--- src/rtl/exec_dispatch_if.sv ---
// ---------------------------------------------------------------------------
// exec_dispatch_if
//   Bundles the issue, functional-unit and writeback signals of the execute
//   stage dispatcher.
//
//   master : the surrounding pipeline (decode, functional units, writeback)
//   slave  : exec_dispatch
//
//   issue_valid / issue_unit / issue_ready : decoded operation handshake
//   flush                                  : discard queued/in-flight work
//   unit_start / unit_done / unit_ack      : per functional unit control
//   p_sel / wb_valid / wb_ready            : writeback priority mux control
//   occupancy                              : entries in the completion queue
// ---------------------------------------------------------------------------
interface exec_dispatch_if #(
    parameter int NUM_UNITS = 7
);
    logic                 issue_valid;
    logic [2:0]           issue_unit;
    logic                 issue_ready;
    logic                 flush;
    logic [NUM_UNITS-1:0] unit_start;
    logic [NUM_UNITS-1:0] unit_done;
    logic [NUM_UNITS-1:0] unit_ack;
    logic [2:0]           p_sel;
    logic                 wb_valid;
    logic                 wb_ready;
    logic [2:0]           occupancy;

    modport master (
        output issue_valid, issue_unit, flush, unit_done, wb_ready,
        input  issue_ready, unit_start, unit_ack, p_sel, wb_valid, occupancy
    );

    modport slave (
        input  issue_valid, issue_unit, flush, unit_done, wb_ready,
        output issue_ready, unit_start, unit_ack, p_sel, wb_valid, occupancy
    );
endinterface

--- src/rtl/exec_dispatch.sv ---
// ---------------------------------------------------------------------------
// exec_dispatch
//   In-order issue and completion tracker for the execute stage.
//   Accepts one operation per cycle, pulses the target unit's start one
//   cycle later, and keeps the unit codes in program order so that the
//   writeback mux (p_sel) retires results strictly in issue order. Each
//   retired unit is acked in the same cycle it is consumed. A flush empties
//   the queue; finished units are drained with a registered ack, unfinished
//   ones are marked discard and acked when their late done arrives.
//
// Ports:
//   clk   : clock, rising edge
//   reset : asynchronous, active-high
//   bus   : exec_dispatch_if.slave (issue / unit / writeback signals)
//
// Parameters:
//   DEPTH     : completion queue entries, 2..7
//   NUM_UNITS : functional units (codes ALU..FADD_SUBU)
// ---------------------------------------------------------------------------
module exec_dispatch #(
    parameter int DEPTH     = 4,
    parameter int NUM_UNITS = 7
) (
    input  logic           clk,
    input  logic           reset,
    exec_dispatch_if.slave bus
);
    typedef enum logic [2:0] {
        ALU       = 3'd0,
        FPU       = 3'd1,
        MULU      = 3'd2,
        DIVU      = 3'd3,
        FMULU     = 3'd4,
        FDIVU     = 3'd5,
        FADD_SUBU = 3'd6,
        UNIT_RSVD = 3'd7
    } priority_t;

    localparam int         PTR_W   = $clog2(DEPTH);
    localparam logic [2:0] DEPTH_C = 3'(DEPTH);

    function automatic logic [PTR_W-1:0] ptr_inc(input logic [PTR_W-1:0] p);
        return (p == PTR_W'(DEPTH - 1)) ? '0 : p + 1'b1;
    endfunction

    // Queue storage is data: written on push only, never reset.
    priority_t            q_mem [DEPTH];

    logic [PTR_W-1:0]     head;
    logic [PTR_W-1:0]     tail;
    logic [2:0]           count;
    logic [NUM_UNITS-1:0] busy;
    logic [NUM_UNITS-1:0] done_q;
    logic [NUM_UNITS-1:0] discard;
    logic [NUM_UNITS-1:0] start_p1;
    logic [NUM_UNITS-1:0] ack_p1;

    priority_t            issue_code;
    priority_t            head_unit;
    logic [NUM_UNITS-1:0] issue_oh;
    logic [NUM_UNITS-1:0] head_oh;
    logic [NUM_UNITS-1:0] pop_oh;
    logic [NUM_UNITS-1:0] done_hit;
    logic [NUM_UNITS-1:0] disc_done;
    logic [NUM_UNITS-1:0] drain;
    logic                 issue_ready_c;
    logic                 wb_valid_c;
    logic                 push;
    logic                 pop;

    // ---- stage p0: combinational decode of issue / head / completions ----
    always_comb begin
        // Code 7 has no unit behind it; route it to the ALU.
        issue_code    = (bus.issue_unit == 3'd7) ? ALU : priority_t'(bus.issue_unit);
        head_unit     = (count != 3'd0) ? q_mem[head] : ALU;
        issue_oh      = NUM_UNITS'(1) << issue_code;
        head_oh       = NUM_UNITS'(1) << head_unit;

        issue_ready_c = !bus.flush && (count != DEPTH_C) && ((busy & issue_oh) == '0);
        wb_valid_c    = (count != 3'd0) && ((done_q & head_oh) != '0) && !bus.flush;
        push          = bus.issue_valid && issue_ready_c;
        pop           = wb_valid_c && bus.wb_ready;
        pop_oh        = pop ? head_oh : '0;

        // A done only counts for units we actually launched.
        done_hit      = bus.unit_done & busy & ~discard;
        disc_done     = bus.unit_done & busy & discard;

        // On flush every live, non-discarded unit that has finished (or
        // finishes this very cycle) is released; the rest become discards.
        drain         = bus.flush ? (busy & ~discard & (done_q | done_hit)) : '0;
    end

    assign bus.issue_ready = issue_ready_c;
    assign bus.wb_valid    = wb_valid_c;
    assign bus.p_sel       = head_unit;
    assign bus.occupancy   = count;
    assign bus.unit_start  = start_p1;
    // Registered acks only target units outside the queue, so they can
    // never coincide with the head's retire ack.
    assign bus.unit_ack    = ack_p1 | pop_oh;

    // ---- stage p1: queue storage ----
    always_ff @(posedge clk) begin
        if (push) begin
            q_mem[tail] <= issue_code;
        end
    end

    // ---- stage p1: control state, start and deferred-ack registers ----
    always_ff @(posedge clk or posedge reset) begin
        if (reset) begin
            head     <= '0;
            tail     <= '0;
            count    <= '0;
            busy     <= '0;
            done_q   <= '0;
            discard  <= '0;
            start_p1 <= '0;
            ack_p1   <= '0;
        end else begin
            start_p1 <= push ? issue_oh : '0;
            ack_p1   <= drain | disc_done;

            if (bus.flush) begin
                // issue_ready and wb_valid are both low here, so no push/pop.
                head    <= tail;
                count   <= '0;
                busy    <= busy & ~drain & ~disc_done;
                // done_q is only ever set on non-discarded busy units, all of
                // which are drained above.
                done_q  <= '0;
                discard <= (discard & ~disc_done) | (busy & ~discard & ~drain);
            end else begin
                if (push) begin
                    tail <= ptr_inc(tail);
                end
                if (pop) begin
                    head <= ptr_inc(head);
                end
                if (push && !pop) begin
                    count <= count + 3'd1;
                end else if (pop && !push) begin
                    count <= count - 3'd1;
                end
                busy    <= (busy | (push ? issue_oh : '0)) & ~pop_oh & ~disc_done;
                done_q  <= (done_q | done_hit) & ~pop_oh;
                discard <= discard & ~disc_done;
            end
        end
    end
endmodule

--- src/flat_wrapper.sv ---
// flat-port wrapper written by rule: the top's interface ports become plain ports
module exec_dispatch_flat 
#(
    parameter int DEPTH     = 4,
    parameter int NUM_UNITS = 7
)
  (clk, reset, bus_issue_valid, bus_issue_unit, bus_flush, bus_unit_done, bus_wb_ready, bus_issue_ready, bus_unit_start, bus_unit_ack, bus_p_sel, bus_wb_valid, bus_occupancy);
  exec_dispatch_if #(.NUM_UNITS(NUM_UNITS)) bus_i ();
  input  logic clk;
  input  logic reset;
  input wire logic [$bits(bus_i.issue_valid)-1:0] bus_issue_valid;
  input wire logic [$bits(bus_i.issue_unit)-1:0] bus_issue_unit;
  input wire logic [$bits(bus_i.flush)-1:0] bus_flush;
  input wire logic [$bits(bus_i.unit_done)-1:0] bus_unit_done;
  input wire logic [$bits(bus_i.wb_ready)-1:0] bus_wb_ready;
  output wire logic [$bits(bus_i.issue_ready)-1:0] bus_issue_ready;
  output wire logic [$bits(bus_i.unit_start)-1:0] bus_unit_start;
  output wire logic [$bits(bus_i.unit_ack)-1:0] bus_unit_ack;
  output wire logic [$bits(bus_i.p_sel)-1:0] bus_p_sel;
  output wire logic [$bits(bus_i.wb_valid)-1:0] bus_wb_valid;
  output wire logic [$bits(bus_i.occupancy)-1:0] bus_occupancy;
  assign bus_i.issue_valid = bus_issue_valid;
  assign bus_i.issue_unit = bus_issue_unit;
  assign bus_i.flush = bus_flush;
  assign bus_i.unit_done = bus_unit_done;
  assign bus_i.wb_ready = bus_wb_ready;
  assign bus_issue_ready = bus_i.issue_ready;
  assign bus_unit_start = bus_i.unit_start;
  assign bus_unit_ack = bus_i.unit_ack;
  assign bus_p_sel = bus_i.p_sel;
  assign bus_wb_valid = bus_i.wb_valid;
  assign bus_occupancy = bus_i.occupancy;
  exec_dispatch #(.DEPTH(DEPTH), .NUM_UNITS(NUM_UNITS)) u_core (.clk(clk), .reset(reset), .bus(bus_i));
endmodule
--- config.mk ---
export PLATFORM = sky130hd
export DESIGN_NAME = exec_dispatch_flat
export DESIGN_NICKNAME = d
export VERILOG_FILES = /design/src/rtl/exec_dispatch_if.sv /design/src/rtl/exec_dispatch.sv /design/src/flat_wrapper.sv
export SDC_FILE = /design/constraint.sdc
export NUM_CORES = 1
export LEC_CHECK = 0
export ABC_AREA = 1
export BUFFER_PORTS_ARGS = -buffer_cell sky130_fd_sc_hd__buf_4
export CAP_MARGIN = 25
export CORE_MARGIN = 10
export CORE_UTILIZATION = 50
export CTS_CLUSTER_SIZE = 24
export DETAILED_ROUTE_END_ITERATION = 12
export PLACE_DENSITY = 0.71
export SLEW_MARGIN = 20
export SYNTH_ARGS = -nofsm -noshare
export SYNTH_HDL_FRONTEND = slang
export SYNTH_SLANG_ARGS = --single-unit
--- constraint.sdc ---
create_clock -name clk -period 6.8 [get_ports clk]
set_input_delay 1.7 -clock clk [delete_from_list [all_inputs] [get_ports clk]]
set_output_delay 1.7 -clock clk [all_outputs]
set_load 0.01 [all_outputs]
==> metrics.yaml <==
hold_viol_final: 0
yosys-top-cells-area: "dfrtp_1 (37%), edfxtp_1 (13%), nand2_1 (9.9%), nor2_1 (8.5%), inv_1 (5.6%)"
vdd_ir_drop_max_mv: 0.188
synthArstFlopShare: 0.778
fin_area_sq_mm: 0.00326
antenna_found_initial: 0
setup_viol: 0
crit_chain: "buf_4 -> inv_1 -> o21ai_0 -> nor2_1 -> nand4_1 -> inv_2 -> buf_4"
synth_fp_nets: 365
postSynthAreaPerCell_sq_um: 8.25
postSynthCellCount: 344
vias: 2296
firstDrtPassIters: 4
remaining_drc_errors: 0
multi_input_area_sq_mm: 0.00119
grt_max_degree: 43
cpMaxStageDelayCell: "inv_1"
grt_pass1_vias: 2306
fin_ws_ns: 2.24
rrSetupSlack_ns: 4.08
fmax_mhz: 219
portBuffers: 36
ys_types: 34
worstPathRequired_ns: 5.10
final_max_slew_viol_count: 0
hold_ws_ns: 0.531
drv_cap: 0
maxSlewHeadroom: 0.646
p_total_uw: 1060
cp.arrival_ns: 2.86
dr.first_iter.drc_count: 163
end_kind: "output pin"
ctsHoldBuffers: 0
fp.dieArea_sq_mm: 0.00909
fin_worst_skew_ns: 0.00769
synthTopCellsByCount: "nand2_1 (75), nor2_1 (64), dfrtp_1 (42), inv_1 (42), nand3_1 (20)"
cts_buffer_depth: 2
period_minus_slack_ns: 4.56
cpPeakStageDelay_ns: 0.37
yosys_most_used_dff: "dfrtp_1"
clk_latency_ns: 0.31
yosys_warnings: 0
r2r_end: "u_core.bus.occupancy[2]"
worstMarginPinSlew_ns: 0.530
path_delay_family: "buffers and inverters"
cp-start-kind: "input port"
clock_sinks: 54
finalSetupTns_ns: 0
status: "finished, final reports clean"
min_path_cells: 1
grt.total_usage: 0.143
num_antenna_cells: 0
areaGrowthSynthToFinish_pct: 14.8
start_util: 0.515
cts_tree: "yes"
cts_resized: 0
fill_cells: 507
layout-drive-gt1-share: 0.196
drt_wl_total_microns: 6120
holdPathEnd: "u_core.ack_p1[5]"
dp_slack_ns: 2.24
gp_congestion: 0.875
ff2ff_path_depth: 19
crit_path_frequent_cell: "buf_4"
vias_per_cell: 5.05
rr_startpoint: "u_core.head[0]"
die_h_microns: 95.3
worstHoldPathType: "reg -> reg"
regArea_sq_mm: 0.00141
fin_nets: 403
p_leak_uw: 0.00169
crit_type: "in -> out"
min-delay-start: "u_core.discard[5]"
synth_edf_count: 12
synth.ff_latch_count: 54
fp.dieW_microns: 95.3
grt_pass1_wl_microns: 10400
grt_overflow: 0
synth_area_sq_mm: 0.00284
grt_setup_unrepaired: "no"
synth_area_leader_cell: "dfrtp_1"
wl_per_cell_microns: 13.5
p_per_area_mw_per_mm2: 324
crit_buf_inv: 4
ios: 37
crit_fanout: 17
synth_top_area_share: 0.370
cts_buffers: 5
fp.coreArea_sq_mm: 0.00551
clk_pin_slew_worst_paths_ns: 0.10
postRouteAntennaNets: 0
place_area_sq_mm: 0.00317
postCtsSetupRepairBufs: 0
htreeDepth: 2
synth_seq_area_share: 0.497
cts-root-buf: "clkbuf_8"
dp_hpwl_microns: 4770
fin_crit_sh: 0.671
rows: 27
yosysMostFrequentCell: "nand2_1"
==> where the power goes <==
part           switching (uW)  internal [uW]
Sequential               69.8            402
Combinational             254            147
Clock                     108           74.7
==> cell usage in the layout, fill, tap and decap left out, types with 2 or more instances in the layout <==
cell      netlist  layout
a21oi_1         2       2
a21oi_2         2       2
edfxtp_1       12      12
nand2_4         3       3
nand2_2         3       3
nor2_1         64      64
nand4_1        17      17
nor3_1          3       3
buf_4           0      37
o31ai_1         7       7
o21ai_1         7       7
or2_1           2       2
inv_1          42      41
dfrtp_1        42      42
nor2_2          2       2
o22ai_1         4       4
inv_2           8       8
inv_6           0       2
o21ai_0         4       4
clkbuf_8        0       5
nand3_1        20      20
ha_1            5       5
or2_2           3       3
nand2_1        75      75
nand3_2         3       3
==> how the worst max path moves through the flow <==
stage / from / cells after the start / to
2_1_floorplan: bus_flush / 5 / bus_unit_ack[4]
3_3_place_gp: bus_flush / 7 / bus_issue_ready
3_5_place_dp: bus_flush / 7 / bus_issue_ready
4_1_cts: bus_flush / 7 / bus_issue_ready
5_1_grt: bus_flush / 7 / bus_issue_ready
6_report: bus_flush / 7 / bus_issue_ready
==> state kept, by name (all words and copies together), names as in the netlist <==
name / flops
u_core.ack_p1: 7
u_core.bus.occupancy: 3
u_core.bus.unit_start: 7
u_core.busy: 7
u_core.discard: 7
u_core.done_q: 7
u_core.head: 2
u_core.q_mem: 12
u_core.tail: 2
==> worst register-to-register path: stages, from the launching register on <==
cell	delay, ns
dfrtp_1	0.59
inv_4	0.09
nand2_1	0.07
nand3_1	0.12
nand3_2	0.15
inv_2	0.08
nor2_1	0.14
nand2_1	0.06
nand2_1	0.07
nor2_2	0.05
nand2_4	0.14
nand3_4	0.10
nand2_4	0.11
inv_1	0.06
fa_1	0.37
xnor2_1	0.19
inv_1	0.06
nand2_1	0.07
nand3_1	0.07
nand2_1	0.07
==> cells by family (layout without fill, tap and decap cells) <==
logic type | Yosys count | after routing | share of synthesized area
buffers and inverters | 57 | 96 | 0.0824
AOI/OAI and AO/OA | 27 | 27 | 0.0604
xor gates and xnor gates | 1 | 1 | 0.00309
DFF | 54 | 54 | 0.497
adders and majority gates | 6 | 6 | 0.0291
and+or+nand+nor | 199 | 199 | 0.328
==> metal layers <==
layer  track usage  part of all wire  vias up
li1              -                 -     1177
met1         0.173              0.44     1063
met2         0.241              0.50       52
met3        0.0377             0.054        4
met4        0.0461            0.0083        0
met5             0                 0        -
==> area by class of cell <==
cell class	count	share of cell area
flip-flops and latches	54	0.433
repair buffers	37	0.0853
clock buffers	5	0.0211
clock inverters	3	0.00692
multi-input cells	233	0.366
well taps	72	0.0277
inverters	51	0.0595
==> stage by stage <==
stage                      util  cells
after floorplan               -    344
after global placement    0.575    447
after detailed placement  0.575    447
after CTS                 0.591    455
after global routing      0.591    455
final                     0.591    455
No activity file was read; power rests on OpenSTA's default activity.
